### src/rtl/imm_pkg.sv
// rtl/imm_pkg.sv - immediate type codes, RV opcodes and FIFO entry layout
package imm_pkg;

    typedef enum logic [2:0] {
        IMM_I    = 3'b000,
        IMM_S    = 3'b001,
        IMM_U    = 3'b010,
        IMM_Z    = 3'b011,
        IMM_SH   = 3'b100,
        IMM_B    = 3'b101,
        IMM_J    = 3'b110,
        IMM_NONE = 3'b111
    } imm_type_e;

    localparam logic [6:0] OP_LOAD   = 7'b0000011;
    localparam logic [6:0] OP_IMM    = 7'b0010011;
    localparam logic [6:0] OP_IMM32  = 7'b0011011;
    localparam logic [6:0] OP_STORE  = 7'b0100011;
    localparam logic [6:0] OP_BRANCH = 7'b1100011;
    localparam logic [6:0] OP_LUI    = 7'b0110111;
    localparam logic [6:0] OP_AUIPC  = 7'b0010111;
    localparam logic [6:0] OP_JAL    = 7'b1101111;
    localparam logic [6:0] OP_JALR   = 7'b1100111;
    localparam logic [6:0] OP_SYSTEM = 7'b1110011;
    localparam logic [6:0] OP_REG    = 7'b0110011;
    localparam logic [6:0] OP_REG32  = 7'b0111011;
    localparam logic [6:0] OP_FENCE  = 7'b0001111;

    // Entries always carry a 64-bit immediate; narrower datapaths use the low XLEN bits.
    localparam int IMM_MAX_W = 64;

    typedef struct packed {
        logic [IMM_MAX_W-1:0] imm;
        imm_type_e            imm_type;
        logic                 illegal;
    } imm_entry_t;

    localparam imm_entry_t ENTRY_RESET = '{imm: '0, imm_type: IMM_NONE, illegal: 1'b0};

endpackage

### src/rtl/imm_extract.sv
// rtl/imm_extract.sv - combinational type decode and immediate extraction
module imm_extract
    import imm_pkg::*;
#(
    parameter int XLEN        = 32,
    parameter bit AUTO_DECODE = 1'b1
) (
    input  logic [31:0] i_inst,
    input  logic [2:0]  i_imm_src,
    output imm_entry_t  o_entry
);

    logic [6:0]           w_opcode;
    logic [2:0]           w_funct3;
    imm_type_e            w_dec_type;
    logic                 w_dec_illegal;
    logic                 w_dec_sh5;
    imm_type_e            w_type;
    logic                 w_illegal;
    logic                 w_sh5;
    logic [IMM_MAX_W-1:0] w_imm;

    assign w_opcode = i_inst[6:0];
    assign w_funct3 = i_inst[14:12];

    always_comb begin
        w_dec_type    = IMM_NONE;
        w_dec_illegal = 1'b0;
        w_dec_sh5     = 1'b0;
        if (i_inst[1:0] != 2'b11) begin
            w_dec_illegal = 1'b1;
        end else begin
            case (w_opcode)
                OP_LOAD, OP_JALR: w_dec_type = IMM_I;
                OP_IMM: w_dec_type = (w_funct3 == 3'b001 || w_funct3 == 3'b101) ? IMM_SH : IMM_I;
                OP_IMM32: begin
                    // Word shifts on RV64 only ever take a 5-bit shamt.
                    if (XLEN == 64) begin
                        w_dec_type = (w_funct3 == 3'b001 || w_funct3 == 3'b101) ? IMM_SH : IMM_I;
                        w_dec_sh5  = 1'b1;
                    end else begin
                        w_dec_illegal = 1'b1;
                    end
                end
                OP_STORE:          w_dec_type = IMM_S;
                OP_BRANCH:         w_dec_type = IMM_B;
                OP_LUI, OP_AUIPC:  w_dec_type = IMM_U;
                OP_JAL:            w_dec_type = IMM_J;
                OP_SYSTEM:         w_dec_type = w_funct3[2] ? IMM_Z : IMM_I;
                OP_REG, OP_FENCE:  w_dec_type = IMM_NONE;
                OP_REG32:          w_dec_illegal = (XLEN != 64);
                default:           w_dec_illegal = 1'b1;
            endcase
        end
    end

    assign w_type    = AUTO_DECODE ? w_dec_type : imm_type_e'(i_imm_src);
    assign w_illegal = AUTO_DECODE ? w_dec_illegal : 1'b0;
    assign w_sh5     = AUTO_DECODE && w_dec_sh5;

    always_comb begin
        w_imm = '0;
        case (w_type)
            IMM_I:  w_imm = {{52{i_inst[31]}}, i_inst[31:20]};
            IMM_S:  w_imm = {{52{i_inst[31]}}, i_inst[31:25], i_inst[11:7]};
            IMM_B:  w_imm = {{51{i_inst[31]}}, i_inst[31], i_inst[7], i_inst[30:25], i_inst[11:8], 1'b0};
            IMM_U:  w_imm = {{32{i_inst[31]}}, i_inst[31:12], 12'b0};
            IMM_J:  w_imm = {{43{i_inst[31]}}, i_inst[31], i_inst[19:12], i_inst[20], i_inst[30:21], 1'b0};
            IMM_Z:  w_imm = {59'b0, i_inst[19:15]};
            IMM_SH: begin
                if (XLEN == 64 && !w_sh5) w_imm = {58'b0, i_inst[25:20]};
                else                      w_imm = {59'b0, i_inst[24:20]};
            end
            default: w_imm = '0;
        endcase
    end

    assign o_entry = '{imm: w_imm, imm_type: w_type, illegal: w_illegal};

endmodule

### src/rtl/imm_gen_pipe.sv
// rtl/imm_gen_pipe.sv - immediate generator with valid/ready input and DEPTH-entry output FIFO
module imm_gen_pipe
    import imm_pkg::*;
#(
    parameter int XLEN        = 32,
    parameter int DEPTH       = 2,
    parameter bit AUTO_DECODE = 1'b1
) (
    input  logic            clk,
    input  logic            reset,
    input  logic            in_valid,
    output logic            in_ready,
    input  logic [31:0]     in_inst,
    input  logic [2:0]      in_imm_src,
    input  logic            flush,
    output logic            out_valid,
    input  logic            out_ready,
    output logic [XLEN-1:0] out_imm,
    output logic [2:0]      out_type,
    output logic            out_illegal
);

    localparam int PTR_W = (DEPTH > 1) ? $clog2(DEPTH) : 1;
    localparam int CNT_W = $clog2(DEPTH + 1);

    imm_entry_t       r_mem [DEPTH];
    logic [PTR_W-1:0] r_wr_ptr;
    logic [PTR_W-1:0] r_rd_ptr;
    logic [CNT_W-1:0] r_count;
    imm_entry_t       w_new_entry;
    imm_entry_t       w_head;
    logic             w_push;
    logic             w_pop;

    function automatic logic [PTR_W-1:0] ptr_inc(input logic [PTR_W-1:0] p);
        return (p == PTR_W'(DEPTH - 1)) ? '0 : p + PTR_W'(1);
    endfunction

    imm_extract #(
        .XLEN        (XLEN),
        .AUTO_DECODE (AUTO_DECODE)
    ) u_extract (
        .i_inst    (in_inst),
        .i_imm_src (in_imm_src),
        .o_entry   (w_new_entry)
    );

    assign in_ready  = (r_count < CNT_W'(DEPTH));
    assign out_valid = (r_count != '0);
    assign w_push    = in_valid && in_ready && !flush;
    assign w_pop     = out_valid && out_ready && !flush;

    always_ff @(posedge clk or posedge reset) begin
        if (reset) begin
            r_wr_ptr <= '0;
            r_rd_ptr <= '0;
            r_count  <= '0;
        end else if (flush) begin
            r_wr_ptr <= '0;
            r_rd_ptr <= '0;
            r_count  <= '0;
        end else begin
            if (w_push) r_wr_ptr <= ptr_inc(r_wr_ptr);
            if (w_pop)  r_rd_ptr <= ptr_inc(r_rd_ptr);
            case ({w_push, w_pop})
                2'b10:   r_count <= r_count + CNT_W'(1);
                2'b01:   r_count <= r_count - CNT_W'(1);
                default: r_count <= r_count;
            endcase
        end
    end

    always_ff @(posedge clk) begin
        if (w_push) r_mem[r_wr_ptr] <= w_new_entry;
    end

    // An empty FIFO presents the reset entry rather than whatever the head slot still holds.
    assign w_head      = out_valid ? r_mem[r_rd_ptr] : ENTRY_RESET;
    assign out_imm     = w_head.imm[XLEN-1:0];
    assign out_type    = w_head.imm_type;
    assign out_illegal = w_head.illegal;

    generate
        if (XLEN < IMM_MAX_W) begin : g_unused_hi
            logic w_unused_hi;
            assign w_unused_hi = ^w_head.imm[IMM_MAX_W-1:XLEN];
        end
    endgenerate

endmodule

### config.mk
export PLATFORM = sky130hd
export DESIGN_NAME = imm_gen_pipe
export DESIGN_NICKNAME = d
export VERILOG_FILES = /design/src/rtl/imm_pkg.sv /design/src/rtl/imm_extract.sv /design/src/rtl/imm_gen_pipe.sv
export SDC_FILE = /design/constraint.sdc
export NUM_CORES = 1
export LEC_CHECK = 0
export CAP_MARGIN = 25
export CORE_MARGIN = 5
export CORE_UTILIZATION = 45
export CTS_CLUSTER_DIAMETER = 60
export DETAILED_ROUTE_END_ITERATION = 10
export PLACE_DENSITY_LB_ADDON = 0.12
export SYNTH_ARGS = -nofsm -noshare
export SYNTH_HDL_FRONTEND = slang
export SYNTH_HIERARCHICAL = 1
export SYNTH_SLANG_ARGS = --single-unit
export TNS_END_PERCENT = 10
### constraint.sdc
create_clock -name clk -period 4.15 [get_ports clk]
set_input_delay 1.0375 -clock clk [delete_from_list [all_inputs] [get_ports clk]]
set_output_delay 1.0375 -clock clk [all_outputs]
set_load 0.1 [all_outputs]
# ---- Yosys cells after proc, flatten, opt, wreduce, memory -nomap -nowiden
# Memory sizes are Yosys's and may differ from the RTL's.
# Cells that the tools add are included.
dict set report totals {
  regBits 4
  ramBits 136
  input_bits 40
  out_inout_bits 38
  wordCells 63
  n_memories 1
}
dict set report classes {
  addsub 4
  magnitude_cmp 1
  n_eq_ne 22
  n_mux 18
  reduce_logical 14
}
# memory depth word_bits read_ports rd_ports_with_merged_regs write_ports line_no
set memory_table {}
lappend memory_table {r_mem 2 68 1 0 1 imm_gen_pipe.sv:26} ;# imm_entry_t r_mem [DEPTH];
# operator count
set ops {}
lappend ops {{$pmux 64 s7} 1}
lappend ops {{$mux 36} 1}
lappend ops {{$eq 7x7->1 const B} 4}
lappend ops {{$eq 7x6->1 const B} 3}
lappend ops {{$pmux 3 s7} 1}
lappend ops {{$eq 7x5->1 const B} 2}
lappend ops {{$eq 3x3->1 const B} 4}
lappend ops {{$reduce_or 11->1} 1}
lappend ops {{$mux 1} 10}
lappend ops {{$eq 7x2->1 const B} 1}
lappend ops {{$eq 7x4->1 const B} 1}
lappend ops {{$eq 3x1->1 const B} 2}
lappend ops {{$eq 3x2->1 const B} 2}
lappend ops {{$mux 3} 2}
lappend ops {{$reduce_bool 2->1} 3}
lappend ops {{$logic_and 1x1->1} 4}
lappend ops {{$mux 2} 2}
lappend ops {{$pmux 2 s2} 1}
lappend ops {{$reduce_or 2->1} 2}
lappend ops {{$logic_not 3->1} 1}
lappend ops {{$reduce_bool 3->1} 1}
lappend ops {{$add 1x1->1 const B} 2}
lappend ops {{$add 2x1->2 const B} 1}
lappend ops {{$eq 2x1->1 const B} 1}
lappend ops {{other kinds (6)} 6}

# ---- Longest topological paths before layout
# Gate-level depths: netlist (run 1).
dict set report depth {
  word_depth 7
  depth_mapped 7
  depth_no_buf 5
}

# ---- Hierarchy
# Netlist (run 1), hierarchy kept.
# module instances cells_each area_per_inst_um2 seq_area_each_um2
set modules_own_cells {}
lappend modules_own_cells {imm_gen_pipe 1 174 2960.3 2262.2}
lappend modules_own_cells {imm_extract 1 153 1028.5 0.0}

# ---- Worst setup path before layout (run 1)
# OpenSTA, ideal clock, no wires.
dict set report synth_timing {
  path_kind {input to register}
  start {input in_inst[6]}
  end {memory r_mem[0][35] (netlist name) (data pin)}
  setup_ns 0.539
  arrival_time_ns 3.735
  required_time_ns 3.611
  path_slack_ns -0.125
  path_stages 6
  n_path_buf 1
  path_cell_list {clkbuf_8 > nand2_1 > or3_4 > o2111a_2 > nor2b_1 > nor3_1}
}
# element line_no
set synth_rtl {}
lappend synth_rtl {{from (decl)} imm_gen_pipe.sv:13} ;# input logic [31:0] in_inst,
lappend synth_rtl {{to (decl)} imm_gen_pipe.sv:26}

==> out/metrics.sh, run 1 <==
TIMING.CRITICAL_PATH.SLOWEST_STAGE_CELL='clkdlybuf4s50_1'
SYNTHESIS.YOSYS.WARNINGS=6
SLEW_HEADROOM_PCT=35.61
DRIVE_ABOVE_1_SHARE_PCT=21.93
CORE-AREA_MM2=0.008175
REQUIRED_PS=4210
MAXCLOCKFREQUENCY_MHz=311.0
DESIGN_POWER_mW=1.791
WORST_SKEW_PAIR.LATE_LATENCY_PS=340
PORT_BUFFERS=74
CTS_ROOT_BUF='clkbuf_8'
TIMING.FINAL.CRIT_PERIOD_PS=3215
POWERDENSITY_mW_PER_MM2=388.3
MAXCAPVIOLCOUNT=0
POST_CTS_RESIZED=0
ROW_COUNT=33
GRT_PASS1_WL_UM=12800
FIRST_ITER_VIOLATIONS=90
SLOWEST_DELAY_PS=730
POSTSYNTHNETCOUNT=335
CRIT_FANOUT=11
CLOCK_SINKS=76
CTS_POST_SETUP_BUFFERS_INSERTED=0
VDD_DROP_MAX_V=0.0001881
TOTAL_LEAKAGE_POWER_nW=1.738
ANTENNA-DIODE-COUNT=0
MAX-CLOCK-PATH-BUFFERS=2
ANT_NETS=0
OUTCOME='finished clean'
VIAS=2538
WORST_HOLD_PATH.ENDPOINT='r_wr_ptr$_DFFE_PP0P_'
PLACE_CONGESTION=0.8230
SETUP.WORST_PATH.START_CLASS='primary input'
R2R-END='r_mem[1][25]$_DFFE_PP_'
WORSTSETUPPATHTYPE='primary input to flip-flop'
INITIAL_CELL_DENSITY_OF_THE_CORE_PCT=45.85
MIN_PATH_TYPE='flip-flop to flip-flop'
TRITONCTS='yes'
CTS_HTREE_LEVELS=3
R2R_SLACK_PS=2520
WORST_R2R_STARTPOINT='r_count[1]$_DFFE_PP0P_'
COUNT_OF_MAPPED_CELLS_OUT_OF_SYNTHESIS=295
DR.PASS1.ITERS=4
WORST-ENDPOINT-ARRIVAL_PS=3280
WORST_HOLD_PATH.NUM_CELLS=2
PATH_CELLS='clkdlybuf4s50_1 > nand2_1 > or3_4 > o2111a_2 > nand4_1 > buf_4 > nand3_1'
CTS-BUFFERS-INSERTED=9
COUNT_OF_BUFFER_AND_INVERTER_CELLS_ON_THE_CRITICAL_PATH=2
PATH_DELAY_FAMILY='simple AND/OR/NAND/NOR gates'
GLOBAL_ROUTE.OVERFLOW_TOTAL=0
TIMING.HOLD.WORST.START='r_wr_ptr$_DFFE_PP0P_'
AVGROUTEDWIREPERCELL_UM=16.78
REMAINING_DRC_ERRORS=0
GR-USAGE-ALL-LAYERS_PCT=16.25
R2R_CELLS=3
DIE_WIDTH_UM=101.3
TCRIT_TCLK_FINAL_PCT=77.47
SLEW_OF_THE_PIN_WITH_THE_LOWEST_SLEW_MARGIN_PS=962.8
SKEW_PS=14.77
LAYOUT.FILLER_CELLS=685
PRECTSSETUPSLACK_PS=629.2
FINALSETUPVIOLCOUNT=0
DIE_Y_UM=101.3
SETUP_REPAIR_AFTER_GLOBAL_ROUTING_MISSED_ITS_MARGIN='no'
MAXIMUM_NUMBER_OF_PINS_ON_ONE_NET_BEFORE_GLOBAL_ROUTE_REPAIR=37
INITIAL_ANTENNA_VIOLATION_COUNT=0
CLKSLEWWORSTSETUPHOLDPATHS_PS=80
FINAL_CRITICAL_PATH_SETUP_SLACK_PS=934.8
HOLD_VIOLATIONS=0
LAYOUT-AREA-OVERHEAD-VS-SYNTH_PCT=23.03
TIMING.SETUP.TNS_PS=0
VIASPERCELL=5.299
BOUNDARYPINS=78
SYN-CELL-AREA_MM2=0.003749
FINALMAXSLEWVIOLATIONS=0
DETAILED_PLACE_HPWL_UM=5615
DETAIL_ROUTE.WIRELENGTH_UM=8040
FINISH.UTILIZATION_PCT=56.41
VIA_COUNT_OF_THE_FIRST_GLOBAL_ROUTING_PASS=2582
SETUP.WORST_PATH.END_CLASS='flip-flop'
SYN_AVG_CELL_AREA_UM2=12.71
CTS.HOLD.BUFFERS_ADDED=0
FLOORPLAN.DIE_AREA_MM2=0.01026
FINAL_NET_COUNT=410
worst min-delay path, delay by kind of cell (launching register included):
family	cells	cell delay (ps)
and+or+nand+nor	1	70
xor gates and xnor gates	1	90
DFF	1	410
metrics by stage:
stage                     hold WS (ps)  instance area [µm²]  std cells
after floorplan                  517.7                 3754        295
after global placement           564.0                 4431        464
after detailed placement         584.0                 4431        464
after CTS                        603.6                 4612        479
after global routing             675.0                 4612        479
final                            607.7                 4612        479
routing by layer:
layer | up-vias | wire (µm) | part of all wire (%) | track usage (%)
li1 | 1234 | - | - | -
met1 | 1223 | 3527 | 44 | 21.19
met2 | 75 | 3984 | 50 | 26.56
met3 | 6 | 460 | 5.7 | 4.752
met4 | 0 | 68 | 0.85 | 4.499
met5 | - | 0 | 0 | 0
worst max-delay path by stage:
stage               slack [ps]                 start  cells after the start                     end
floorplan                  100              in_valid                      2   r_mem[0][0]$_DFFE_PP_
global placement           660            in_inst[6]                      7  r_mem[1][27]$_DFFE_PP_
global route               800  r_rd_ptr$_DFFE_PP0P_                      4             out_imm[28]
finish                     930            in_inst[6]                      7  r_mem[0][27]$_DFFE_PP_
detailed placement         630            in_inst[6]                      7  r_mem[1][27]$_DFFE_PP_
CTS                        900  r_rd_ptr$_DFFE_PP0P_                      4             out_imm[28]
flip-flops by register name, summed over array words and instances (netlist names):
signal and cells:
r_count 2, r_wr_ptr 1, r_mem 72, r_rd_ptr 1
placed cells by master, fill, tap and decap left out, types with 4 or more instances in the layout:
cell	instances
mux2i_1	36
edfxtp_1	72
nor3b_1	5
nor2_1	40
inv_1	7
o21ai_0	7
a22o_1	4
nand2_1	30
a21o_1	4
clkbuf_8	9
nor2b_1	4
buf_4	43
nand3_1	10
a21oi_1	13
clkdlybuf4s50_1	37
cell type report:
cell class | instances | area (µm²) | area share (%)
clock inverters | 5 | 53.80 | 1.167
flip-flops and latches | 76 | 2263 | 49.08
well taps | 105 | 131.4 | 2.849
inverters | 7 | 26.28 | 0.5697
repair buffers | 80 | 693.2 | 15.03
clock buffers | 10 | 127.6 | 2.767
multi-input cells | 196 | 1316 | 28.54
report_power, final:
group	switching, mW	total (mW)	leakage [nW]	internal [mW]
clock	0.252	0.524	0.0959	0.272
sequential	0.0187	0.886	0.698	0.868
combinational	0.271	0.380	0.944	0.109
total	0.541	1.79	1.74	1.25
(Power assumes the default switching activity.)
==> run 2, diff against run 1 <==
Clock period 4.15 ns to 2.8 ns, I/O delays scaled along.
==> out/metrics.sh, run 2 (synthesis results as in run 1) <==
OUTCOME='finished clean'  # unchanged
GLOBAL_ROUTE.OVERFLOW_TOTAL=0  # unchanged
CTS_ROOT_BUF='clkbuf_8'  # unchanged
LAYOUT_COMMON_CELLS='edfxtp_1, nor2_1, buf_12, mux2i_1, clkdlybuf4s50_1'  # was edfxtp_1, buf_4, nor2_1, clkdlybuf4s50_1, mux2i_1
COMMONEST_NON_FILL_NON_TAP_CELL_IN_THE_LAYOUT='edfxtp_1'  # unchanged
WORST-PATH-STAGES=4  # was 7
R2R_CELLS=3  # unchanged
LARGEST-REGISTER='r_mem'  # unchanged
PORT_BUFFERS=74  # unchanged
CTS_HTREE_LEVELS=3  # unchanged
CORE-AREA_MM2=0.008175  # unchanged
SLEW_HEADROOM_PCT=64.01  # was 35.61%
TIMING.CRITICAL_PATH.SLOWEST_STAGE_CELL='nor2_2'  # was clkdlybuf4s50_1
SETUP.WORST_PATH.START_CLASS='flip-flop'  # was primary input
WORST_R2R_STARTPOINT='r_count[1]$_DFFE_PP0P_'  # unchanged
MAXCAPVIOLCOUNT=0  # unchanged
FINAL_NET_COUNT=427  # was 410
CTS_POST_SETUP_BUFFERS_INSERTED=0  # unchanged
SLEW_OF_THE_PIN_WITH_THE_LOWEST_SLEW_MARGIN_PS=539.3  # was 962.8 ps
DIE_WIDTH_UM=101.3  # unchanged
WORST_SKEW_PAIR.LATE_LATENCY_PS=350  # was 340 ps
ANT_NETS=0  # unchanged
VIAS=2630  # was 2538
CLOCK_SINKS=76  # unchanged
GRT_PASS1_WL_UM=13480  # was 12800 µm
REQUIRED_PS=2100  # was 4210 ps
DIE_Y_UM=101.3  # unchanged
GR-USAGE-ALL-LAYERS_PCT=17.21  # was 16.25%
CRITICAL_PATH.ENDPOINT='out_type[1]'  # was r_mem[0][27]$_DFFE_PP_
COUNT_OF_BUFFER_AND_INVERTER_CELLS_ON_THE_CRITICAL_PATH=2  # unchanged
FINALSETUPVIOLCOUNT=0  # unchanged
FIRST_ITER_VIOLATIONS=139  # was 90
DESIGN_POWER_mW=2.917  # was 1.791 mW
INITIAL_ANTENNA_VIOLATION_COUNT=0  # unchanged
MIN_PATH_TYPE='primary input to async pin'  # was flip-flop to flip-flop
PLACE_CONGESTION=0.8828  # was 0.8230
SETUP.WORST_PATH.END_CLASS='output port'  # was flip-flop
CTS.HOLD.BUFFERS_ADDED=0  # unchanged
TCRIT_TCLK_FINAL_PCT=89.96
SKEW_PS=6.231  # was 14.77 ps
REMAINING_DRC_ERRORS=0  # unchanged
DR.PASS1.ITERS=4  # unchanged
TIMING.FINAL.CRIT_PERIOD_PS=2519
MAXIMUM_NUMBER_OF_PINS_ON_ONE_NET_BEFORE_GLOBAL_ROUTE_REPAIR=37  # unchanged
INITIAL_CELL_DENSITY_OF_THE_CORE_PCT=45.85  # unchanged
POST_CTS_RESIZED=0  # unchanged
DETAIL_ROUTE.WIRELENGTH_UM=8229  # was 8040 µm
LAYOUT.FILLER_CELLS=614  # was 685
MAX-CLOCK-PATH-BUFFERS=2  # unchanged
REG.LARGEST.LIST='r_mem x72, r_count x2'  # unchanged
CRIT_FANOUT=10  # was 11
CTS-BUFFERS-INSERTED=9  # unchanged
TRITONCTS='yes'  # unchanged
CLKSLEWWORSTSETUPHOLDPATHS_PS=80  # about the same
VIA_COUNT_OF_THE_FIRST_GLOBAL_ROUTING_PASS=2682  # was 2582
VDD_DROP_MAX_V=0.0003567  # was 0.0001881 V
SLOWEST_DELAY_PS=460  # was 730 ps
TOTAL_LEAKAGE_POWER_nW=1.969  # was 1.738 nW
FINALMAXSLEWVIOLATIONS=0  # unchanged
AVGROUTEDWIREPERCELL_UM=16.56  # was 16.78 µm
ANTENNA-DIODE-COUNT=0  # unchanged
PATH_DELAY_FAMILY='simple AND/OR/NAND/NOR gates'  # unchanged
HOLD_VIOLATIONS=0  # unchanged
LARGEST_REGISTER_FF_COUNT=72  # unchanged
MAXCLOCKFREQUENCY_MHz=397.0
STDCELL_COUNT=497  # was 479
DETAILED_PLACE_HPWL_UM=6046  # was 5615 µm
R2R-END='r_mem[1][18]$_DFFE_PP_'  # was r_mem[1][25]$_DFFE_PP_
VIASPERCELL=5.292  # was 5.299
WORSTSETUPPATHTYPE='flip-flop to output port'  # was primary input to flip-flop
DRIVE_ABOVE_1_SHARE_PCT=26.02  # was 21.93%
FLOORPLAN.DIE_AREA_MM2=0.01026  # unchanged
R2R_SLACK_PS=1390  # was 2520 ps
SETUP_REPAIR_AFTER_GLOBAL_ROUTING_MISSED_ITS_MARGIN='no'  # unchanged
CRITICAL_PATH.STARTPOINT='r_count[1]$_DFFE_PP0P_'  # was in_inst[6]
ROW_COUNT=33  # unchanged
BOUNDARYPINS=78  # unchanged
WORST-ENDPOINT-ARRIVAL_PS=1820  # was 3280 ps
PLACED_CELLS_INCL_TAPS=481  # was 464
POWERDENSITY_mW_PER_MM2=552.5  # was 388.3 mW/mm²
PATH_CELLS='nor2_2 > inv_1 > nand2_1 > buf_12'  # was clkdlybuf4s50_1 > nand2_1 > or3_4 > o2111a_2 > nand4_1 > buf_4 > nand3_1
LAYOUT-AREA-OVERHEAD-VS-SYNTH_PCT=40.82  # was 23.03%
run 2: worst min-delay path by stage:
stage / to / slack (ps) / cells past startpoint / from
after floorplan: r_count[0]$_DFFE_PP0P_ / 470 / 1 / reset
after global placement: r_wr_ptr$_DFFE_PP0P_ / 560 / 2 / r_wr_ptr$_DFFE_PP0P_
after detailed placement: r_wr_ptr$_DFFE_PP0P_ / 590 / 2 / r_wr_ptr$_DFFE_PP0P_
after CTS: r_wr_ptr$_DFFE_PP0P_ / 520 / 2 / reset
after global routing: r_wr_ptr$_DFFE_PP0P_ / 530 / 2 / reset
final: r_wr_ptr$_DFFE_PP0P_ / 540 / 2 / reset
run 2: power by group:
group / total (mW) / switching (mW) / leakage [nW] / internal (mW)
clock: 0.913 / 0.407 / 0.110 / 0.506
combinational: 0.705 / 0.439 / 1.16 / 0.266
sequential: 1.30 / 0.0133 / 0.698 / 1.29
run 2: worst register-to-register path, stage by stage, from the launching register on:
cell      delay, ps
dfrtp_1         440
nand2b_4        190
nor3b_4         210
buf_12          250
run 2: cell type report:
cell class	count	area (µm²)	area share, %
clock buffer	9	123.9	2.347
clock inverter	7	98.84	1.872
inverter	7	26.28	0.4977
multi-input combinational	196	1316	24.93
sequential	76	2263	42.88
tap	105	131.4	2.489
timing repair buffer	97	1319	24.98
run 2: stage by stage:
| step | hold slack (ps) | instance area (µm²) | utilization (%) | setup TNS, ps | setup slack, ps |
|---|---|---|---|---|---|
| 2_1_floorplan | 466.1 | 3754 | - | -32770 | -910.3 |
| 3_3_place_gp | 562.0 | 5056 | 61.85 | 0 | 62.54 |
| 3_5_place_dp | 585.0 | 5056 | 61.85 | 0 | 15.56 |
| 4_1_cts | 524.8 | 5279 | 64.57 | 0 | 235.6 |
| 5_1_grt | 529.8 | 5279 | 64.57 | 0 | 146.7 |
| 6_report | 539.0 | 5279 | 64.57 | 0 | 281.1 |
run 2: per-layer routing:
metal | global-route usage, % | vias up | share of wire, %
met4 | 4.908 | 0 | 0.77
li1 | - | 1266 | -
met1 | 21.67 | 1281 | 42
met5 | 0 | - | 0
met2 | 28.82 | 77 | 51
met3 | 5.165 | 6 | 6.1
